--- config.mk ---
export PLATFORM = sky130hd
export DESIGN_NAME = surf4_pps_ctrl_flat
export DESIGN_NICKNAME = d
export VERILOG_FILES = /design/src/rtl/surf4_pps_if.sv /design/src/rtl/surf4_pps_ctrl.sv /design/src/flat_wrapper.sv
export SDC_FILE = /design/constraint.sdc
export NUM_CORES = 1
export LEC_CHECK = 0
export CAP_MARGIN = 20
export CORE_MARGIN = 10
export CORE_UTILIZATION = 30
export DETAILED_ROUTE_END_ITERATION = 10
export MAX_ROUTING_LAYER = met4
export PLACE_DENSITY = 0.53
export SYNTH_ARGS = -nofsm -noshare
export SYNTH_HDL_FRONTEND = slang
export SYNTH_SLANG_ARGS = --single-unit
export TNS_END_PERCENT = 5
--- constraint.sdc ---
create_clock -name clk_i -period 8 [get_ports clk_i]
set_clock_uncertainty 0.05 [all_clocks]
set_input_delay 2 -clock clk_i [delete_from_list [all_inputs] [get_ports clk_i]]
set_output_delay 2 -clock clk_i [all_outputs]
set_load 0.1 [all_outputs]
--- src/rtl/surf4_pps_if.sv ---
// PPS control bundle: external PPS input, source select, software request,
// and the conditioned pulse plus status readback.
interface surf4_pps_if;
  logic        PPS;
  logic [1:0]  pps_sel_i;
  logic        sw_pps_i;
  logic        pps_o;
  logic [31:0] pps_count_o;
  logic [31:0] pps_period_o;
  logic        pps_missing_o;

  // Register/board side drives selection and raw PPS, reads status back.
  modport master (
    output PPS, pps_sel_i, sw_pps_i,
    input  pps_o, pps_count_o, pps_period_o, pps_missing_o
  );

  // PPS conditioning block side.
  modport slave (
    input  PPS, pps_sel_i, sw_pps_i,
    output pps_o, pps_count_o, pps_period_o, pps_missing_o
  );
endinterface

--- src/rtl/surf4_pps_ctrl.sv ---
// SURF4 PPS conditioning and source selection.
// Synchronizes external PPS, qualifies its rising edges with a holdoff window,
// runs a flywheel 1 Hz generator phase-locked to accepted edges, tracks the
// external period and loss, and emits a registered one-cycle PPS pulse from
// the selected source together with a running pulse count.
module surf4_pps_ctrl #(
  parameter int unsigned CLK_COUNT  = 100000000,
  parameter int unsigned HOLDOFF    = 50000000,
  parameter int unsigned MISS_COUNT = 150000000
) (
  input  logic          clk_i,
  input  logic          rst_i,
  surf4_pps_if.slave    bus
);

  localparam logic [31:0] ICNT_MAX  = 32'(CLK_COUNT - 1);
  localparam logic [31:0] HOLD_LOAD = (HOLDOFF > 0) ? 32'(HOLDOFF - 1) : 32'd0;
  localparam logic [31:0] MISS_LIM  = 32'(MISS_COUNT);
  localparam logic [31:0] SAT_MAX   = 32'hFFFF_FFFF;

  typedef enum logic [1:0] {
    WAIT_FIRST = 2'd0,
    RUNNING    = 2'd1,
    MISSING    = 2'd2
  } state_t;

  state_t      state_q, state_d;
  logic [2:0]  sync_q, sync_d;        // [0]=s1, [1]=s2, [2]=s3
  logic [1:0]  sync_vld_q, sync_vld_d;
  logic        armed_q, armed_d;
  logic [31:0] hold_q, hold_d;
  logic [31:0] icnt_q, icnt_d;
  logic [31:0] pcnt_q, pcnt_d;
  logic [31:0] period_q, period_d;
  logic [31:0] count_q, count_d;
  logic        pps_q, pps_d;

  logic        raw_rise;
  logic        ext_acc;
  logic        int_pulse;
  logic        sel_pulse;

  // Datapath: synchronizer, edge qualification, generator, period counter, source mux.
  always_comb begin
    sync_d     = {sync_q[1:0], bus.PPS};
    // sync_vld marks which synchronizer stages hold real samples since reset,
    // so that a PPS held high through reset cannot look like a fresh edge.
    sync_vld_d = {sync_vld_q[0], 1'b1};
    armed_d    = armed_q | (sync_vld_q[1] & ~sync_q[1]);

    raw_rise   = sync_q[1] & ~sync_q[2] & armed_q;
    ext_acc    = raw_rise & (hold_q == 32'd0);

    if (ext_acc) begin
      hold_d = HOLD_LOAD;
    end else if (hold_q != 32'd0) begin
      hold_d = hold_q - 32'd1;
    end else begin
      hold_d = hold_q;
    end

    // Accepted external edge realigns the flywheel and swallows a coincident tick.
    int_pulse = 1'b0;
    if (ext_acc) begin
      icnt_d = 32'd0;
    end else if (icnt_q == ICNT_MAX) begin
      icnt_d    = 32'd0;
      int_pulse = 1'b1;
    end else begin
      icnt_d = icnt_q + 32'd1;
    end

    if (ext_acc) begin
      pcnt_d = 32'd1;
    end else if (pcnt_q == SAT_MAX) begin
      pcnt_d = pcnt_q;
    end else begin
      pcnt_d = pcnt_q + 32'd1;
    end

    case (bus.pps_sel_i)
      2'b00:   sel_pulse = ext_acc;
      2'b01:   sel_pulse = int_pulse;
      2'b10:   sel_pulse = bus.sw_pps_i;
      default: sel_pulse = 1'b0;
    endcase

    pps_d   = sel_pulse;
    count_d = count_q + {31'd0, sel_pulse};
  end

  // Loss tracking: only a gap between two edges both seen while RUNNING is a valid period.
  always_comb begin
    state_d  = state_q;
    period_d = period_q;
    case (state_q)
      WAIT_FIRST: begin
        if (ext_acc) state_d = RUNNING;
      end
      RUNNING: begin
        if (ext_acc) begin
          period_d = pcnt_q;
        end else if (pcnt_d >= MISS_LIM) begin
          state_d = MISSING;
        end
      end
      MISSING: begin
        if (ext_acc) state_d = RUNNING;
      end
      default: state_d = WAIT_FIRST;
    endcase
  end

  // State register for every flop in the block.
  always_ff @(posedge clk_i) begin
    if (rst_i) begin
      state_q    <= WAIT_FIRST;
      sync_q     <= 3'd0;
      sync_vld_q <= 2'd0;
      armed_q    <= 1'b0;
      hold_q     <= 32'd0;
      icnt_q     <= 32'd0;
      pcnt_q     <= 32'd0;
      period_q   <= 32'd0;
      count_q    <= 32'd0;
      pps_q      <= 1'b0;
    end else begin
      state_q    <= state_d;
      sync_q     <= sync_d;
      sync_vld_q <= sync_vld_d;
      armed_q    <= armed_d;
      hold_q     <= hold_d;
      icnt_q     <= icnt_d;
      pcnt_q     <= pcnt_d;
      period_q   <= period_d;
      count_q    <= count_d;
      pps_q      <= pps_d;
    end
  end

  assign bus.pps_o         = pps_q;
  assign bus.pps_count_o   = count_q;
  assign bus.pps_period_o  = period_q;
  assign bus.pps_missing_o = (state_q == MISSING);

endmodule

--- src/flat_wrapper.sv ---
// flat-port wrapper written by rule: the top's interface ports become plain ports
module surf4_pps_ctrl_flat 
#(
  parameter int unsigned CLK_COUNT  = 100000000,
  parameter int unsigned HOLDOFF    = 50000000,
  parameter int unsigned MISS_COUNT = 150000000
)
  (clk_i, rst_i, bus_PPS, bus_pps_sel_i, bus_sw_pps_i, bus_pps_o, bus_pps_count_o, bus_pps_period_o, bus_pps_missing_o);
  surf4_pps_if bus_i ();
  input  logic clk_i;
  input  logic rst_i;
  input wire logic [$bits(bus_i.PPS)-1:0] bus_PPS;
  input wire logic [$bits(bus_i.pps_sel_i)-1:0] bus_pps_sel_i;
  input wire logic [$bits(bus_i.sw_pps_i)-1:0] bus_sw_pps_i;
  output wire logic [$bits(bus_i.pps_o)-1:0] bus_pps_o;
  output wire logic [$bits(bus_i.pps_count_o)-1:0] bus_pps_count_o;
  output wire logic [$bits(bus_i.pps_period_o)-1:0] bus_pps_period_o;
  output wire logic [$bits(bus_i.pps_missing_o)-1:0] bus_pps_missing_o;
  assign bus_i.PPS = bus_PPS;
  assign bus_i.pps_sel_i = bus_pps_sel_i;
  assign bus_i.sw_pps_i = bus_sw_pps_i;
  assign bus_pps_o = bus_i.pps_o;
  assign bus_pps_count_o = bus_i.pps_count_o;
  assign bus_pps_period_o = bus_i.pps_period_o;
  assign bus_pps_missing_o = bus_i.pps_missing_o;
  surf4_pps_ctrl #(.CLK_COUNT(CLK_COUNT), .HOLDOFF(HOLDOFF), .MISS_COUNT(MISS_COUNT)) u_core (.clk_i(clk_i), .rst_i(rst_i), .bus(bus_i));
endmodule
==> results of run 1 <==
[synth_stat cells (2+ instances only)]
cell type,instances,share of area (%)
a211o_1,2,0.23
a211oi_1,20,2.0
a211oi_2,2,0.33
a21oi_1,56,3.8
a311o_1,2,0.27
a311oi_1,5,0.59
a31oi_1,2,0.17
and2_1,9,0.75
and3_1,17,1.4
and4_1,10,1.2
buf_2,9,0.60
clkbuf_1,33,1.7
dfxtp_1,169,45
ha_1,5,0.84
inv_1,13,0.65
mux2i_1,3,0.40
nand2_1,115,5.8
nand2b_1,8,0.67
nand3_1,41,2.7
nand3b_1,3,0.30
nand4_1,21,1.8
nand4b_1,3,0.35
nor2_1,129,6.5
nor2b_1,8,0.67
nor3_1,32,2.1
nor3b_1,3,0.30
nor4_1,9,0.75
nor4_2,2,0.33
nor4b_1,3,0.35
nor4bb_1,3,0.40
o211ai_1,2,0.20
o21ai_0,14,0.94
or2_2,3,0.25
or3_1,11,0.92
or4_1,7,0.70
xnor2_1,39,4.6
xor2_1,55,6.4
[flip-flops by register name, summed over array words and instances (netlist names)]
signal and count:
u_core.sync_q 3, u_core.state_q 2, u_core.pcnt_q 32, u_core.icnt_q 32, u_core.bus.pps_o 1, u_core.armed_q 1, u_core.sync_vld_q 2, u_core.bus.pps_count_o 32
u_core.hold_q 32, u_core.bus.pps_period_o 32
[power by group through the flow]
stage / combinational (mW) / clock, mW / sequential [mW]
floorplan: 0.354 / 0 / 0.992
global placement: 0.425 / 0 / 1.00
detailed placement: 0.431 / 0 / 1.00
CTS: 0.434 / 0.888 / 0.986
global route: 0.497 / 0.920 / 0.999
finish: 0.433 / 0.853 / 0.986
[cells by family (layout without fill, tap and decap cells)]
family          count (synthesis)  count (layout)  share of synthesized area [%]
simple gates                  448             448                           29.7
flops                         169             169                           45.3
compound gates                113             113                           9.51
xor+xnor                       94              94                           11.0
buf+inv                        58             122                           3.08
fa+ha+maj                       5               5                          0.837
mux                             4               4                          0.553
[worst paths after layout]
path	start	to	slack, ns	cells past startpoint
worst max-delay path	u_core.hold_q[8]	u_core.bus.pps_count_o[31]	3.54	13
worst min-delay path	u_core.sync_q[0]	u_core.sync_q[1]	0.39	1
worst min register to register	u_core.sync_q[0]	u_core.sync_q[1]	0.39	1
worst max register to register	u_core.hold_q[8]	u_core.bus.pps_count_o[31]	3.54	13
[stage by stage]
stage	util, %	instance area, um2	cells
finish	37.2	9080	1279
global route	37.2	9080	1279
CTS	37.1	9050	1278
detailed placement	34.6	8440	1246
global placement	34.6	8440	1246
floorplan	-	7470	891
[metal layers]
| metal | global-route usage [%] | wire, um | vias to the layer above |
|---|---|---|---|
| met2 | 17.6 | 7610 | 62 |
| met3 | 2.59 | 584 | 22 |
| met1 | 13.9 | 8270 | 2810 |
| met4 | 4.10 | 282 | 0 |
| met5 | - | 0 | - |
| li1 | - | - | 3174 |
[final cells by class]
class | count | area [um2]
clock buffers | 18 | 429
clock inverters | 14 | 181
fillers | 2545 | 15300
inverters | 14 | 52.6
multi-input cells | 664 | 3860
flip-flops and latches | 169 | 3380
well taps | 324 | 405
repair buffers | 76 | 763
==> out/results.txt, run 1 <==
The flow ran to the end, and the final reports show no timing, DRC or antenna violations. Setup repair after global routing left no endpoint under its margin. For this design, the CTS-stage hold fixing added 0 buffers. The tools report the number of antenna violations at the first check in global routing as 0. STA classifies the critical path startpoint as a flip-flop. The maximum fanout encountered on the critical timing path was 11; the via count was 6,068. The remaining antenna violation count was 0; the routed wire length was 16.8 mm. On the worst path, the slowest cell contributes a delay of 0.62 ns. The worst supply voltage drop on vdd is 0.149 mV. Summed over all layers, the global routing overflow is 0. The initial utilization of the core area, before any placement, comes to 30.6%.

The run gives 72 as the number of primary I/O pins. Of the total power, combinational logic draws 19.0%. The worst-case headroom to the max-slew limit was 31.9%.

Timing analysis after detailed placement gives a worst setup slack of 3.17 ns. The run gives 0 as the setup-violating endpoint count in the final report. The number of hold-slack violations in the final timing report was 0; the transition time of the tightest slew-check pin was 1.02 ns. For this run, the top clock speed supported by timing is 0.224 GHz.

In this run, synthesis inferred 0 flip-flops with an integrated enable. Counting every instance in the synthesized netlist gives 891. The tools report the total power as 2.27 mW. Hold is met by 0.388 ns. The pre-antenna-repair detailed-routing pass consisted of 4 iterations.

In this run the worst hold path is classified as reg -> reg. Once the clock tree was built, the setup fixing pass inserted 0 buffers. In the finished design, the share of the clock period the worst path needs comes to 55.8%. In this run the cell area of the synthesized design comes to 7470 um2. For the worst setup path, the data required time is 8.26 ns. The clock network burns 37.5% of the power. On the critical path the largest part of the delay comes from simple AND/OR/NAND/NOR gates. The sequential fraction of the synthesis area was 45.3%. Count of input and output buffers: 71. In the layout the commonest cells are dfxtp_1 (169), nor2_1 (128), nand2_1 (115), clkdlybuf4s50_1 (70), a21oi_1 (56). Clock latency on the worst-skew pair, taken at its later pin, is 0.43 ns.

For the worst setup path, the data arrival time is 4.72 ns. The internal power contribution was 1.57 mW. The detailed-placement wirelength estimate came out at 11.6 mm.

For this design, the slowest cell found on the critical path is or4_1. Among all flip-flop cells after synthesis, the most frequent one is dfxtp_1. Using the TritonRoute via totals, the vias-per-cell ratio works out to 4.74.

The logs give 4 for the number of H-tree branching levels and 0 for the count of yosys warnings during synthesis. At the end of the flow, the number of nets in the layout was 953. The synthesized netlist contains 60 unique library cells. The first global-routing pass estimated 28.9 mm of wire. In this run, post-CTS repair resized a total of 0 instances. In this run, CTS created clock tree buffers numbering 17. In this run the vertical extent of the chip is 178 um. The initialized floorplan defines 57 standard-cell rows. The layout overhead on the synthesized area is 21.5%, and the net count after synthesis is 902.

The run gives 3.54 ns as the final worst slack. The number of synthesized register bits is 169, and the chip width is 178 um. The clock passes through at most 2 buffers. Dividing total power by cell area gives a power density of 250 nW/um2. The run gives 0.698 mW as the power spent charging and discharging nets. The floorplan step defined a die boundary enclosing 31,600 um2. In this run the static leakage power is 3.06 nW. Average routed wire per standard cell: 13.1 um. Across the run, the number of max-cap violations was 0.

The number of buffers and inverters on the critical path is 0. The worst setup path category was reg -> reg. Counting every sink on the clock net gives 169. Walking the worst path, the cells encountered are or4_1, nor4b_1, and4_1, nand2_1, nor2_1, a21oi_1, o21ai_0, ha_1, and3_1, nor4bb_1, nand3_1, xor2_1, nor2_1.

TritonCTS built the clock tree. In the final layout, the share of cells above drive strength 1 is 5.86%. The starting DRC count in detailed routing was 249. By instance count, the cell type seen most on the critical path is nor2_1.

Nature of the critical path endpoint: a flip-flop. Per report_power, the sequential group accounts for 43.4% of the total. The number of global-route vias before repair was 5,945.

The switching share of power works out to 30.7%. The number of antenna diodes in the final layout is 0. The core area came out at 24,400 um2. Final period demand of the worst path: 4.46 ns. The root buffer selected by CTS was clkbuf_16.

The pin count of the biggest net entering global routing came out at 58. The congestion estimate from routability-driven global placement came to 0.822. For the number of pins with negative max-slew slack in the final report, the log shows 0.

The library cell used most frequently in the layout, excluding fill and tap cells, is dfxtp_1. Clock-pin slew was measured on the worst setup and hold paths at 0.07 ns. For the final routed database, the setup TNS stands at 0 ns. The DRC violation count after routing came out at 0. After synthesis, the share of flip-flops with an asynchronous set or reset is 0%. The overall track demand over capacity in global routing was 11.3%; the mean post-synth cell area was 8.39 um2.
(Power assumes the default switching activity.)
==> run 2, diff against run 1 <==
==> constraint.sdc (replaced) <==
create_clock -name clk_i -period 4.2 [get_ports clk_i]
set_clock_uncertainty 0.05 [all_clocks]
set_input_delay 1.05 -clock clk_i [delete_from_list [all_inputs] [get_ports clk_i]]
set_output_delay 1.05 -clock clk_i [all_outputs]
set_load 0.1 [all_outputs]
==> run 2 against run 1 <==
  * Critical path depth is 1 higher
  * Count of clock-buffer cells in the layout up 2
  * Flip-flop and latch count unchanged
  * Sequential power up 91%
  * Combinational power up 100%
  * Clock power is 85% higher
  * Hold slack gained 0.0062 ns
==> out/results.txt, run 2 (synthesis gave the netlist of run 1 again) <==
The number of primary I/O pins came out at 72. Max-cap violations in this run came to 0. The root buffer cell chosen for the clock tree is clkbuf_16.

The uppermost signal routing layer after detailed routing was met4. The first global-routing pass estimated 28.9 mm of wire. The tools report the DRC violation count after routing as 0. The final worst slack is 0.453 ns. Data on the critical path is required at its endpoint by 4.43 ns. Once placement completed, the tool counted placed cells totaling 1,252. The clock input transition at the sequential cells of the worst setup and hold paths works out to 0.07 ns. The worst setup path is of the reg -> reg kind. Dividing total power by cell area gives a power density of 478 nW/um2. Setup repair after global routing left no endpoint under its margin.

The average routed wire per standard cell works out to 13.1 um. Traced cell by cell, the critical path runs through or4_1, nor4b_1, and4_1, nand2_1, nor2_1, a21oi_1, o21ai_0, ha_1, ha_1, and2_1, nand2_2, nor4_1, xnor2_1, nor2_1. The logs give 0 for the number of pins with negative max-slew slack in the final report and 1,284 for the number of standard cells in the final layout excluding fillers. The run gives 6,149 as the via count. The logs give 5,839 for the number of global-route vias before repair and 16.8 mm for the routed wire length. The most common library cell in the layout ignoring fill and taps was dfxtp_1. The worst supply voltage drop on vdd was 0.243 mV; the starting density of the core was 30.6%. Hold is met by 0.395 ns. The worst setup path is launched from a flip-flop. At the placement stage, the worst setup path has a slack of 0.262 ns.

The worst hold path belongs to the class reg -> reg. In this run the core area contains 57 standard-cell rows. The run finished with clean final reports.

Headroom to the max-slew limit came out at 33.1%. The count of buffers added on input and output ports is 71. The die covers 31,600 um2. Cell leakage power: 3.06 nW. The cell with the biggest individual delay on the critical path was or4_1. Number of antenna violations at the first check in global routing: 0. Number of buffers inserted by hold repair at cts: 0. The setup-violating endpoint count in the final report was 0.

After layout, the design draws a total of 4.34 mW. The nature of the critical path endpoint is a flip-flop. CTS built an H-tree with a depth of 4. From synthesis to final layout, the design area changed by 21.6%. The clock latency at the later pin of the worst-skew pair came out at 0.43 ns.

The met1 layer wirelength in the final routing was 8.04 mm; the maximum fanout encountered on the critical timing path was 11. For the overall track demand over capacity in global routing, the log shows 11.2%. Summed over all nets, wire length on met2 after detailed routing comes to 7.98 mm. For this run, the post-layout net count is 958. The number of buffers created by CTS was 17; the post-CTS setup-driven buffer insertion count was 0. The congestion estimate from routability-driven global placement came to 0.798.

Clock tree synthesis found a total of 169 sinks. For this run, the slowest stage of the critical path takes 0.62 ns. The transition time of the tightest slew-check pin works out to 1.00 ns.

The clock passes through at most 2 buffers. Entering global routing, the biggest net connects 90 pins. Before antenna repair, the detailed router went through 4 iterations. The tools report the starting DRC count in detailed routing as 299.

The y dimension of the die is 178 um, and the number of antenna repair diodes is 0. The floorplan step set the die width to 178 um. The remaining antenna violation count is 0, and the post-cts resize count is 0. The library cells used most frequently in the layout, excluding fill and tap cells, are dfxtp_1 (169), nor2_1 (128), nand2_1 (114), clkdlybuf4s50_1 (70), a21oi_1 (56). Adding up every negative setup slack in the final design gives 0 ns. For the met3 wire length, the log shows 574 um. The share of the clock period used by the worst path came out at 89.2%. Timing would allow up to 0.267 GHz. The floorplan step defined a core boundary enclosing 24,400 um2. The overall overflow remaining after global route is 0, and the detailed-placement wirelength estimate is 11.6 mm. TritonCTS built the clock tree. In the routed layout, each cell is associated on average with a via count of 4.79.

Final period demand of the worst path: 3.75 ns. Cells with a size suffix above 1 make up 6.56% of the layout. The number of hold-slack violations in the final timing report was 0. The arrival time reported for the critical path endpoint came out at 3.98 ns.
run 2: cell count changes in the layout (fill, tap and decap cells not counted):
cell	previous run	this run
nand2_2	0	1
nand2_1	115	114
clkbuf_8	0	2
buf_16	1	0
inv_8	4	0
nor4_1	9	8
clkinv_2	0	1
buf_4	4	10
clkinvlp_4	1	3
clkinv_8	1	0
inv_6	4	2
clkinv_4	2	4
nor4_2	2	3
run 2: power breakdown:
group          switching, mW  leakage [nW]  internal [mW]
clock network          0.664         0.283          0.914
logic                  0.486          1.41          0.400
registers              0.133          1.37           1.74
total                   1.28          3.06           3.06
run 2: final cells by class:
type	instances	area, um2
fillers	2564	15300
clock inverters	12	140
clock buffers	20	457
well taps	324	405
repair buffers	81	781
flip-flops and latches	169	3380
multi-input cells	664	3870
inverters	14	52.6
run 2: final timing paths:
path / cells past startpoint / start / to / slack (ns)
setup reg to reg: 14 / u_core.hold_q[8] / u_core.bus.pps_count_o[28] / 0.45
hold / removal: 1 / u_core.sync_q[0] / u_core.sync_q[1] / 0.39
setup / recovery: 14 / u_core.hold_q[8] / u_core.bus.pps_count_o[28] / 0.45
hold reg to reg: 1 / u_core.sync_q[0] / u_core.sync_q[1] / 0.39
run 2: through the flow:
| step | utilization (%) | area (um2) |
|---|---|---|
| finish | 37.3 | 9090 |
| global route | 37.3 | 9090 |
| CTS | 37.2 | 9080 |
| detailed placement | 34.8 | 8480 |
| global placement | 34.8 | 8480 |
| floorplan | - | 7470 |
run 2: metal layers:
layer  global-route usage, %  up-vias
met4                    3.44        0
met3                    2.46       20
met2                    18.2       70
met5                       -        -
met1                    13.8     2872
li1                        -     3187
run 2: worst max-delay path, delay by kind of cell, from the launching register on:
family          cells  cell delay [ns]
compound gates      2             0.29
fa+ha+maj           2             0.44
simple gates        9             2.33
xor+xnor            1             0.16
flops               1             0.36
==> run 3, diff against run 2 <==
--- a/config.mk
+++ b/config.mk
@@ -9,8 +9,9 @@
 export CORE_MARGIN = 10
 export CORE_UTILIZATION = 30
 export DETAILED_ROUTE_END_ITERATION = 10
+export DONT_BUFFER_PORTS = 1
 export MAX_ROUTING_LAYER = met4
-export PLACE_DENSITY = 0.53
+export PLACE_DENSITY = 0.5
 export SYNTH_ARGS = -nofsm -noshare
 export SYNTH_HDL_FRONTEND = slang
 export SYNTH_SLANG_ARGS = --single-unit
==> run 3 against run 2 <==
  * Via count fell by 4.0%
  * Fmax is 0.97% lower
  * Final area decreased by 6.0%
  * Global-route usage is 0.12 points lower
  * Critical endpoint is now u_core.bus.pps_count_o[30]
  * Highest routed layer unchanged
==> out/results.txt, run 3 (synthesis gave the netlist of run 1 again) <==
For the core area, the log shows 24,400 um2. The worst setup path is captured at a flip-flop. Worst setup path category: reg -> reg. The clock passes through at most 2 buffers. In the final routed layout, each cell accounts on average for 13.6 um.

Routability-driven placement finished with a final weighted congestion of 0.767. Switching share of power: 31.2%. The run gives 4.05 ns as the arrival time reported for the critical path endpoint. TritonCTS built the clock tree. STA puts the critical path data required time at 4.47 ns.

The logs give 28.1 mm for the global-route wire length before repair and 17 for the number of buffers created by CTS. Leaving out fill and tap cells, the most frequent cells in the layout are dfxtp_1 (169), nor2_1 (128), nand2_1 (115), a21oi_1 (56), xor2_1 (55). Input and output buffers added on the ports amount to 0. For this run the aggregate overflow at the end of global routing stands at 0. The path class of the tightest hold or removal check is reg -> reg. The layout has 2,602 filler cells. In this run the worst path has a maximum fanout of 11.

Summed over all cells, the static leakage comes to 2.95 nW. The tools report the portion of total power attributed to sequential cells as 44.5%. For the worst-case headroom to the max-slew limit, the log shows 21.6%. Setup violations remaining at the end of the flow were counted as 0.

The number of antenna violations at the first check in global routing is 1, and the total negative slack for setup checks is 0 ns. The run gives 11.8 mm as the detailed-placement wirelength estimate. Combinational cells account for 19.5% of the total power. The detail-routed via count per cell was 4.76. Post-CTS repair changed the size of 0 cells. The later pin in the worst-skew pair is clocked with a latency of 0.43 ns. VDD sags by at most 0.213 mV. The number of buffers inserted by hold repair at cts is 0. Setup repair after global routing left no endpoint under its margin.

Subtracting the final worst setup slack from the clock period gives 3.78 ns. After the first detailed-routing iteration, the DRC count stood at 351. Among all stages on the critical path, the largest delay is contributed by or4_1.

The launching element type of the critical path is a flip-flop. The overall track demand over capacity in global routing is 11.1%. The top achievable clock speed is 0.264 GHz. Most common library cell in the layout ignoring fill and taps: dfxtp_1.

The total power divided by cell area is 495 nW/um2, and the number of hold-slack violations in the final timing report is 0. For the pin count of the biggest net entering global routing, the log shows 91. The run finished with clean final reports.

The die area is 31,600 um2. The tools report the number of sinks handled by clock tree synthesis as 169. From left edge to right edge, the die measures 178 um.

In the final layout, the multi-input gates occupy 3860 um2. The number of setup buffers added after CTS is 0. The share of the clock period used by the worst path came out at 90.1%. The worst stage delay on the critical path was 0.61 ns; the total area of sequential cells was 3380 um2.

The number of pins with negative max-slew slack in the final report is 0, and the starting density of the core is 30.6%. The number of iterations in the first detailed-routing pass is 4. At the end of the flow, the number of nets in the layout was 912.

The tools report the routed wire length as 16.9 mm. Traced cell by cell, the critical path runs through or4_1, nor4b_1, and4_1, nand2_1, nor2_1, a21oi_1, o21ai_0, ha_1, ha_1, and2_1, nand2_1, nor4_1, xnor2_1, nor2_1. In this run the power spent charging and discharging nets is 1.32 mW.

For the share of total power in the clock network, the log shows 36.0%. The internal power contribution came out at 2.91 mW. Pin placement for this block handled 72 I/O pins.

Cells fill 35.0% of the core in the end. From bottom edge to top edge, the die measures 178 um. The post-route cell area was 8550 um2; the area of placed instances was 7970 um2. Once detail routing completed, the nets flagged for antenna violations numbered 0. The tools report the number of violations of the max-capacitance limit as 0. The tools report the DRC violation count after routing as 0. The via count is 5,900. The number of global-route vias before repair is 5,493. The tree is rooted in a clkbuf_16.

Cells with a size suffix above 1 make up 9.52% of the layout. The layout overhead on the synthesized area works out to 14.4%. After clock tree synthesis, the clock-pin slew on the worst setup and hold paths is 0.07 ns. The logs give 4 for the number of H-tree branching levels and 57 for the number of placement rows.

At the pin with the least slew margin, the transition time is 1.17 ns.
[run 3: changes by cell type in the layout (fill, tap and decap cells not counted), sizes merged]
cell / previous run / this run
bufinv: 2 / 0
clkinvlp: 3 / 0
clkinv: 5 / 6
clkdlybuf4s50: 70 / 0
inv: 16 / 23
buf: 11 / 35
diode: 0 / 1
clkbuf: 20 / 17
[run 3: cell type report]
cell class	instances	area share, %
timing repair buffer	35	3.07
inverter	14	0.615
tap	324	4.74
clock buffer	17	4.98
sequential	169	39.6
multi-input combinational	664	45.2
clock inverter	15	1.77
antenna	1	0.0293
[run 3: metrics by stage]
stage	instances	power (mW)	setup WS [ns]	hold slack [ns]
floorplan	891	2.56	0.657	0.364
global placement	1206	2.74	0.439	0.378
detailed placement	1206	2.74	0.356	0.375
CTS	1238	4.29	0.343	0.391
global route	1239	4.52	0.000472	0.410
finish	1239	4.23	0.416	0.390
[run 3: path summary, 6_finish.rpt]
kind | start | endpoint | slack [ns] | cells past startpoint
min | u_core.sync_vld_q[0] | u_core.sync_vld_q[1] | 0.39 | 1
max reg2reg | u_core.hold_q[8] | u_core.bus.pps_count_o[30] | 0.42 | 14
min reg2reg | u_core.sync_vld_q[0] | u_core.sync_vld_q[1] | 0.39 | 1
max | u_core.hold_q[8] | u_core.bus.pps_count_o[30] | 0.42 | 14
[run 3: power by group through the flow]
| stage | clock [mW] | combinational [mW] | sequential, mW |
|---|---|---|---|
| after floorplan | 0 | 0.674 | 1.89 |
| after global routing | 1.66 | 0.955 | 1.91 |
| after detailed placement | 0 | 0.829 | 1.91 |
| after global placement | 0 | 0.827 | 1.91 |
| final | 1.52 | 0.826 | 1.88 |
| after CTS | 1.58 | 0.834 | 1.88 |
[run 3: critical path: cells and delay by family (launching register included)]
| kind | cells | cell delay [ns] |
|---|---|---|
| AO/OA/AOI/OAI | 2 | 0.29 |
| XOR/XNOR | 1 | 0.16 |
| adder cells (fa/ha/maj) | 2 | 0.45 |
| flip-flops | 1 | 0.35 |
| AND/OR/NAND/NOR | 9 | 2.39 |
[run 3: routing by layer]
metal / up-vias / GRT usage, % / share of wire [%]
li1: 3096 / - / -
met1: 2728 / 13.5 / 48
met2: 65 / 17.7 / 47
met3: 11 / 3.08 / 4.6
met4: 0 / 3.33 / 0.90
met5: - / - / 0
